[src/rtl/multi_disp_pkg.sv]
// Shared types and defaults for the multi-channel display selector.
// Holds the MANUAL/AUTO mode enum, default sizes and the byte width.
package multi_disp_pkg;

  typedef enum logic {
    MANUAL = 1'b0,
    AUTO   = 1'b1
  } disp_mode_t;

  localparam int DEF_NUM_CH    = 8;
  localparam int DEF_DATA_W    = 32;
  localparam int DEF_DWELL_CYC = 100000000;
  localparam int BYTE_W        = 8;

endpackage

[src/rtl/dwell_timer.sv]
// Dwell counter for auto-scan: counts 0..DWELL_CYC-1 on enabled cycles.
// Ports: clk, rst (async high), en (count enable), clr (hold at 0),
//        tick (high while at the last count and not cleared).
module dwell_timer
  import multi_disp_pkg::*;
#(
  parameter int DWELL_CYC = DEF_DWELL_CYC
) (
  input  logic clk,
  input  logic rst,
  input  logic en,
  input  logic clr,
  output logic tick
);

  localparam int CNT_W = $clog2(DWELL_CYC);
  localparam logic [CNT_W-1:0] LAST = CNT_W'(DWELL_CYC - 1);

  logic [CNT_W-1:0] cnt;

  assign tick = !clr && (cnt == LAST);

  always_ff @(posedge clk or posedge rst) begin
    if (rst) begin
      cnt <= '0;
    end else if (en) begin
      if (clr || tick) cnt <= '0;
      else             cnt <= cnt + CNT_W'(1);
    end
  end

endmodule

[src/rtl/multi_nch_disp.sv]
// Selects one of NUM_CH display channels, manually via sel or by auto-scan.
// Ports: clk, rst (async high), en (update enable), sel, auto,
//        data_in/point_in/le_in (packed per channel) ->
//        disp_num, point_out, le_out, cur_ch (registered), ch_tick.
// Auto-scan is built only when MULTI_NCH_DISP_AUTOSCAN_EN is defined.
module multi_nch_disp
  import multi_disp_pkg::*;
#(
  parameter  int NUM_CH    = DEF_NUM_CH,
  parameter  int DATA_W    = DEF_DATA_W,
  parameter  int DWELL_CYC = DEF_DWELL_CYC,
  localparam int SEL_W     = $clog2(NUM_CH)
) (
  input  logic                     clk,
  input  logic                     rst,
  input  logic                     en,
  input  logic [SEL_W-1:0]         sel,
  input  logic                     auto,
  input  logic [NUM_CH*DATA_W-1:0] data_in,
  input  logic [NUM_CH*BYTE_W-1:0] point_in,
  input  logic [NUM_CH*BYTE_W-1:0] le_in,
  output logic [DATA_W-1:0]        disp_num,
  output logic [BYTE_W-1:0]        point_out,
  output logic [BYTE_W-1:0]        le_out,
  output logic [SEL_W-1:0]         cur_ch,
  output logic                     ch_tick
);

  logic [SEL_W-1:0]  sel_clamp;
  logic [SEL_W-1:0]  nxt_ch;
  logic [DATA_W-1:0] nxt_data;
  logic [BYTE_W-1:0] nxt_pt;
  logic [BYTE_W-1:0] nxt_le;

  always_comb begin
    sel_clamp = sel;
    if (int'(sel) >= NUM_CH) sel_clamp = SEL_W'(NUM_CH - 1);
  end

`ifdef MULTI_NCH_DISP_AUTOSCAN_EN
  disp_mode_t       state;
  logic             scan;
  logic             tick;
  logic             adv;
  logic [SEL_W-1:0] inc_ch;

  // Counter runs only while already in AUTO and still requested,
  // so the entry cycle starts the dwell from 0.
  assign scan = auto && (state == AUTO);
  assign adv  = scan && tick;

  dwell_timer #(
    .DWELL_CYC(DWELL_CYC)
  ) u_dwell (
    .clk (clk),
    .rst (rst),
    .en  (en),
    .clr (!scan),
    .tick(tick)
  );

  assign inc_ch = (cur_ch == SEL_W'(NUM_CH - 1)) ? '0
                                                 : cur_ch + SEL_W'(1);

  always_comb begin
    nxt_ch = cur_ch;
    if (!auto)    nxt_ch = sel_clamp;
    else if (adv) nxt_ch = inc_ch;
  end

  always_ff @(posedge clk or posedge rst) begin
    if (rst) begin
      state   <= MANUAL;
      ch_tick <= 1'b0;
    end else if (en) begin
      state   <= auto ? AUTO : MANUAL;
      ch_tick <= adv;
    end else begin
      ch_tick <= 1'b0;
    end
  end
`else
  logic        unused_auto;
  logic [31:0] unused_dwell;

  assign unused_auto  = auto;
  assign unused_dwell = 32'(DWELL_CYC);
  assign nxt_ch       = sel_clamp;
  assign ch_tick      = 1'b0;
`endif

  // Outputs follow the channel being loaded on this edge.
  always_comb begin
    nxt_data = '0;
    nxt_pt   = '0;
    nxt_le   = '0;
    for (int k = 0; k < NUM_CH; k++) begin
      if (nxt_ch == SEL_W'(k)) begin
        nxt_data = data_in[k*DATA_W +: DATA_W];
        nxt_pt   = point_in[k*BYTE_W +: BYTE_W];
        nxt_le   = le_in[k*BYTE_W +: BYTE_W];
      end
    end
  end

  always_ff @(posedge clk or posedge rst) begin
    if (rst) begin
      cur_ch    <= '0;
      disp_num  <= '0;
      point_out <= '0;
      le_out    <= '0;
    end else if (en) begin
      cur_ch    <= nxt_ch;
      disp_num  <= nxt_data;
      point_out <= nxt_pt;
      le_out    <= nxt_le;
    end
  end

endmodule

[config.mk]
export PLATFORM = sky130hd
export DESIGN_NAME = multi_nch_disp
export DESIGN_NICKNAME = d
export VERILOG_FILES = /design/src/rtl/multi_disp_pkg.sv /design/src/rtl/dwell_timer.sv /design/src/rtl/multi_nch_disp.sv
export SDC_FILE = /design/constraint.sdc
export NUM_CORES = 1
export LEC_CHECK = 0
export ABC_AREA = 1
export ABC_CLOCK_PERIOD_IN_PS = 1400
export CORE_AREA = 2 2 174 176
export CTS_CLUSTER_SIZE = 14
export DETAILED_ROUTE_END_ITERATION = 10
export DIE_AREA = 0 0 176 178
export GPL_TIMING_DRIVEN = 0
export SETUP_SLACK_MARGIN = 0.5
export SKIP_LAST_GASP = 1
export SLEW_MARGIN = 40
export SYNTH_ARGS = -nofsm -noshare
export SYNTH_HDL_FRONTEND = slang
export SYNTH_HIERARCHICAL = 1
export SYNTH_SLANG_ARGS = --single-unit
[constraint.sdc]
create_clock -name clk -period 1.4 [get_ports clk]
set_input_delay 0.21 -clock clk [delete_from_list [all_inputs] [get_ports clk]]
set_output_delay 0.21 -clock clk [all_outputs]
set_load 0.01 [all_outputs]
## Yosys cells after proc, flatten, opt, wreduce, memory -nomap -nowiden

Index checks and enable logic that the tools add are counted.

- Bits in registers: 51
- Output and inout port bits: 52
- Logic and storage cells: 36

- Equality and inequality tests: 7
- Multiplexer cells: 24
- Reductions and logical operators: 1

Operator list:

| operator | number |
|---|---|
| two-way mux 32 bit | 8 |
| two-way mux 8 bit | 16 |
| equality test 3 bit, second input constant | 4 |
| equality test 3 x 2 -> 1 bit, second input constant | 2 |
| equality test 3 x 1 -> 1 bit, second input constant | 1 |
| zero test 3 bit | 1 |

## Logic depth before layout (Yosys ltp)

- Depth after elaboration: 9
- Depth in mapped cells: 11
- Depth with buffers taken out: 8

## Worst setup path before layout

OpenSTA, ideal clock, no wires.

- Path type: input port to flip-flop
- From: in sel[2]
- To: reg disp_num[29]
- Arrival time: 1262 ps
- Path slack: 21 ps
- Stages on the path: 11
- Cell sequence: buf_4 inv_2 buf_4 buf_2 buf_2 nand3_1 nand3_1 nor2_1 nand4_1 nand2_1 nand2_1

- Cells in the longest elaborated chain, start to end: 9
- Elaborated cells between the ends (all ways): 16
- Classes of those cells: eq/ne: 7; mux: 8; reduce/logical: 1

Ends and longest elaborated chain:

| item | RTL line | text |
|---|---|---|
| start: declaration | multi_nch_disp.sv:17 | `input logic [SEL_W-1:0] sel,` |
| zero test 3 bit | multi_nch_disp.sv:98 | `if (nxt_ch == SEL_W'(k)) begin` |
| two-way mux 32 bit (7 in a row) | multi_nch_disp.sv:98 |  |
| two-way mux 32 bit * | multi_nch_disp.sv:98 |  |
| end signal: assignment | multi_nch_disp.sv:114 | `disp_num <= nxt_data;` |
| end: declaration | multi_nch_disp.sv:22 | `output logic [DATA_W-1:0] disp_num,` |

Mark *: on every way between the ends. The rest lies on a longest branch, timed or not.
A chain may end at the register's enable or synchronous reset.

## Final worst setup path

- From: in sel[2]
- To: reg disp_num[24]

The elaborated chain is that of the path after synthesis.

==> flow_summary.yaml <==
status:
  outcome: "finished clean"
logic_synthesis:
  synth_largest_area_cell: "dfrtp_1"
  synth_top_family_by_area: "simple AND/OR/NAND/NOR gates"
  syn-num-nets: 1314
  synth_warnings: 6
  synth_ff_type: "dfrtp_1"
  muxShareOfSynthArea_pct: 0
  post_synth_and_or_nand_nor_area_fraction_pct: 51.5
  yosysMostFrequentCell: "nand2_1"
  ys_seq_area_share_pct: 24.8
  syn_inst: 923
  synth_cell_types: 18
  syn-cell-area_mm2: 0.00514
  synth_top_area_share_pct: 24.8
  yosys.area_share.xor_xnor_pct: 0
  synthArstFlopShare_pct: 100
  synth.top_cells.by_area: "dfrtp_1, nand2_1, nand4_1"
  ys_ff_latch: 51
  syn_area_per_cell_um2: 5.57
  synthTopCellsByCount: "nand2_1, nor2_1, nand4_1"
  synth-adder-area-share_pct: 0
  synth-edff-count: 0
  synth_compound_area_share_pct: 9.64
grt:
  antenna_found_initial: 1
  grt_max_degree: 23
  grt_pass1_vias: 8156
  grt_first_pass_wirelength_mm: 49.2
  grt_overflow: 0
  grt_usage_pct: 21.4
die:
  row_count: 63
  die_y_um: 178
  core_area_mm2: 0.0294
  dieArea_mm2: 0.0313
  die_width_um: 176
  start_util_pct: 17.5
  io_pins: 443
placement:
  hpwl_mm: 27.7
  dp_slack_ps: -1520
  port_buffers: 439
  post-place-cells: 1754
  gp_congestion: 0.946
setup_path:
  reg2reg_slack_ps: 550
  start_kind: "input pin"
  critPathMaxFanout: 10
  worstReg2RegEnd: "cur_ch[2]"
  cp.arrival_ps: 1400
  required_ps: 1600
  worst_r2r_path_depth: 4
  endpoint_kind: "register"
  critPathKind: "in2reg"
  timing.rr.start: "cur_ch[2]"
clock_network:
  insertion_delay_ps: 300
  ctsLongestPathBuffers: 2
  cts_tree: "done"
  cts_sinks: 51
  root_buffer: "clkbuf_16"
  h-tree-depth: 2
  cts_buffers: 5
  clk_pin_slew_ps: 70
route:
  routedWlPerCell_um: 19.8
  routed_wl_mm: 35.8
  drc: 0
  first_pass_iters: 5
  vias_per_cell: 4.58
  first_iter_violations: 450
  route.vias.total: 8301
  drtAntennaViolNets: 0
sta:
  clock_skew_ps: 0
  fin_crit_sh_pct: 85.6
  max_freq_mhz: 834
  finalSetupViolCount: 0
  setup-tns-final_ps: 0
  fin_ws_ps: 201
  grt_setup_unrepaired: "true"
  finalHoldViolCount: 0
  min_period_ps: 1200
  drv_slew: 0
layout:
  fillCellCount: 3041
  multi_input_area_mm2: 0.00357
  nets: 1811
  area_growth_pct: 131
  drive_gt1_share_pct: 19.0
  register_area_mm2: 0.00128
  fin_cells: 1812
power:
  power_density_mw_per_mm2: 573
  leakagePower_uw: 0.00545
  vdd_ir_drop_max_v: 0.000415
min_path:
  hp-class: "in2async"
flow_run:
  maxCapViolCount: 0
layout make-up:
cell class                      instances  share of cell area (%)
Antenna cell                            1                  0.0211
Buffer                                 72                    7.47
Clock buffer                            6                    1.17
Clock inverter                          2                   0.296
Inverter                              103                    3.59
Multi-Input combinational cell        697                    30.1
Sequential cell                        51                    10.8
Tap cell                              390                    4.12
Timing Repair Buffer                  490                    42.5
critical path, stage by stage:
cell and delay [ps]:
buf_12 90, buf_8 120, nor3_4 40, buf_6 130, clkbuf_16 170, nand2_1 100
nand3_4 130, nor2_4 130, nand4_1 130, nand2_1 90, nand2_1 50
kinds of logic after synthesis:
logic type	Yosys count
buffers and inverters	175
AOI/OAI and AO/OA	99
DFF	51
other	1
and+or+nand+nor	597
power by group:
group / total (µW) / internal [µW] / switching [µW]
Clock: 1490 / 892 / 602
Combinational: 3470 / 2030 / 1440
Sequential: 1830 / 1680 / 149
per-layer routing:
metal	share of wire, %	up-vias	track usage (%)
li1	-	4011	-
met5	0	-	0
met4	3.3	0	7.64
met3	7.8	56	5.03
met1	40	3820	24.2
met2	49	414	39.1
how the worst max path moves through the flow:
stage / end / from / slack (ps)
after detailed placement: le_out[2] / sel[1] / -1520
after global placement: le_out[2] / sel[1] / -1550
after global routing: disp_num[31] / sel[2] / 130
after CTS: disp_num[31] / sel[2] / 250
after floorplan: disp_num[30] / sel[2] / 120
final: disp_num[24] / sel[2] / 200
registers in the layout, summed over array words and instances (netlist names):
| name | cells |
|---|---|
| le_out | 8 |
| cur_ch | 3 |
| disp_num | 32 |
| point_out | 8 |
repair_timing:
item	CTS	global route
buffers inserted	28	12
gates cloned	6	3
endpoints found under the setup margin	102	99
pin swaps	45	9
resized for setup	498	36
hold buffers	0	0
metrics by stage:
| stage | util (%) | hold slack [ps] | instance area (µm²) | power (µW) |
|---|---|---|---|---|
| CTS | 39.3 | 260 | 11600 | 6700 |
| detailed placement | 34.5 | 464 | 10200 | 4790 |
| floorplan | - | 259 | 5220 | 2790 |
| global placement | 34.4 | 462 | 10100 | 4770 |
| global route | 40.3 | 284 | 11900 | 7170 |
| finish | 40.3 | 261 | 11900 | 6790 |
placed cells by master, fill, tap and decap left out, types with 10 or more instances in the layout:
| cell type | Yosys | final |
|---|---|---|
| nand3_2 | 0 | 23 |
| buf_12 | 0 | 11 |
| clkbuf_16 | 0 | 16 |
| inv_1 | 97 | 96 |
| nor2_2 | 0 | 15 |
| a21oi_1 | 96 | 85 |
| nand4_1 | 101 | 101 |
| dfrtp_1 | 51 | 51 |
| buf_6 | 0 | 59 |
| buf_2 | 23 | 10 |
| a21oi_2 | 0 | 11 |
| clkdlybuf4s50_1 | 0 | 385 |
| nand3_1 | 93 | 63 |
| buf_4 | 8 | 44 |
| buf_8 | 0 | 10 |
| nand2_1 | 286 | 279 |
| nor2_4 | 0 | 11 |
| nor2_1 | 112 | 86 |
Note: power is estimated with default switching activity, not from simulation.
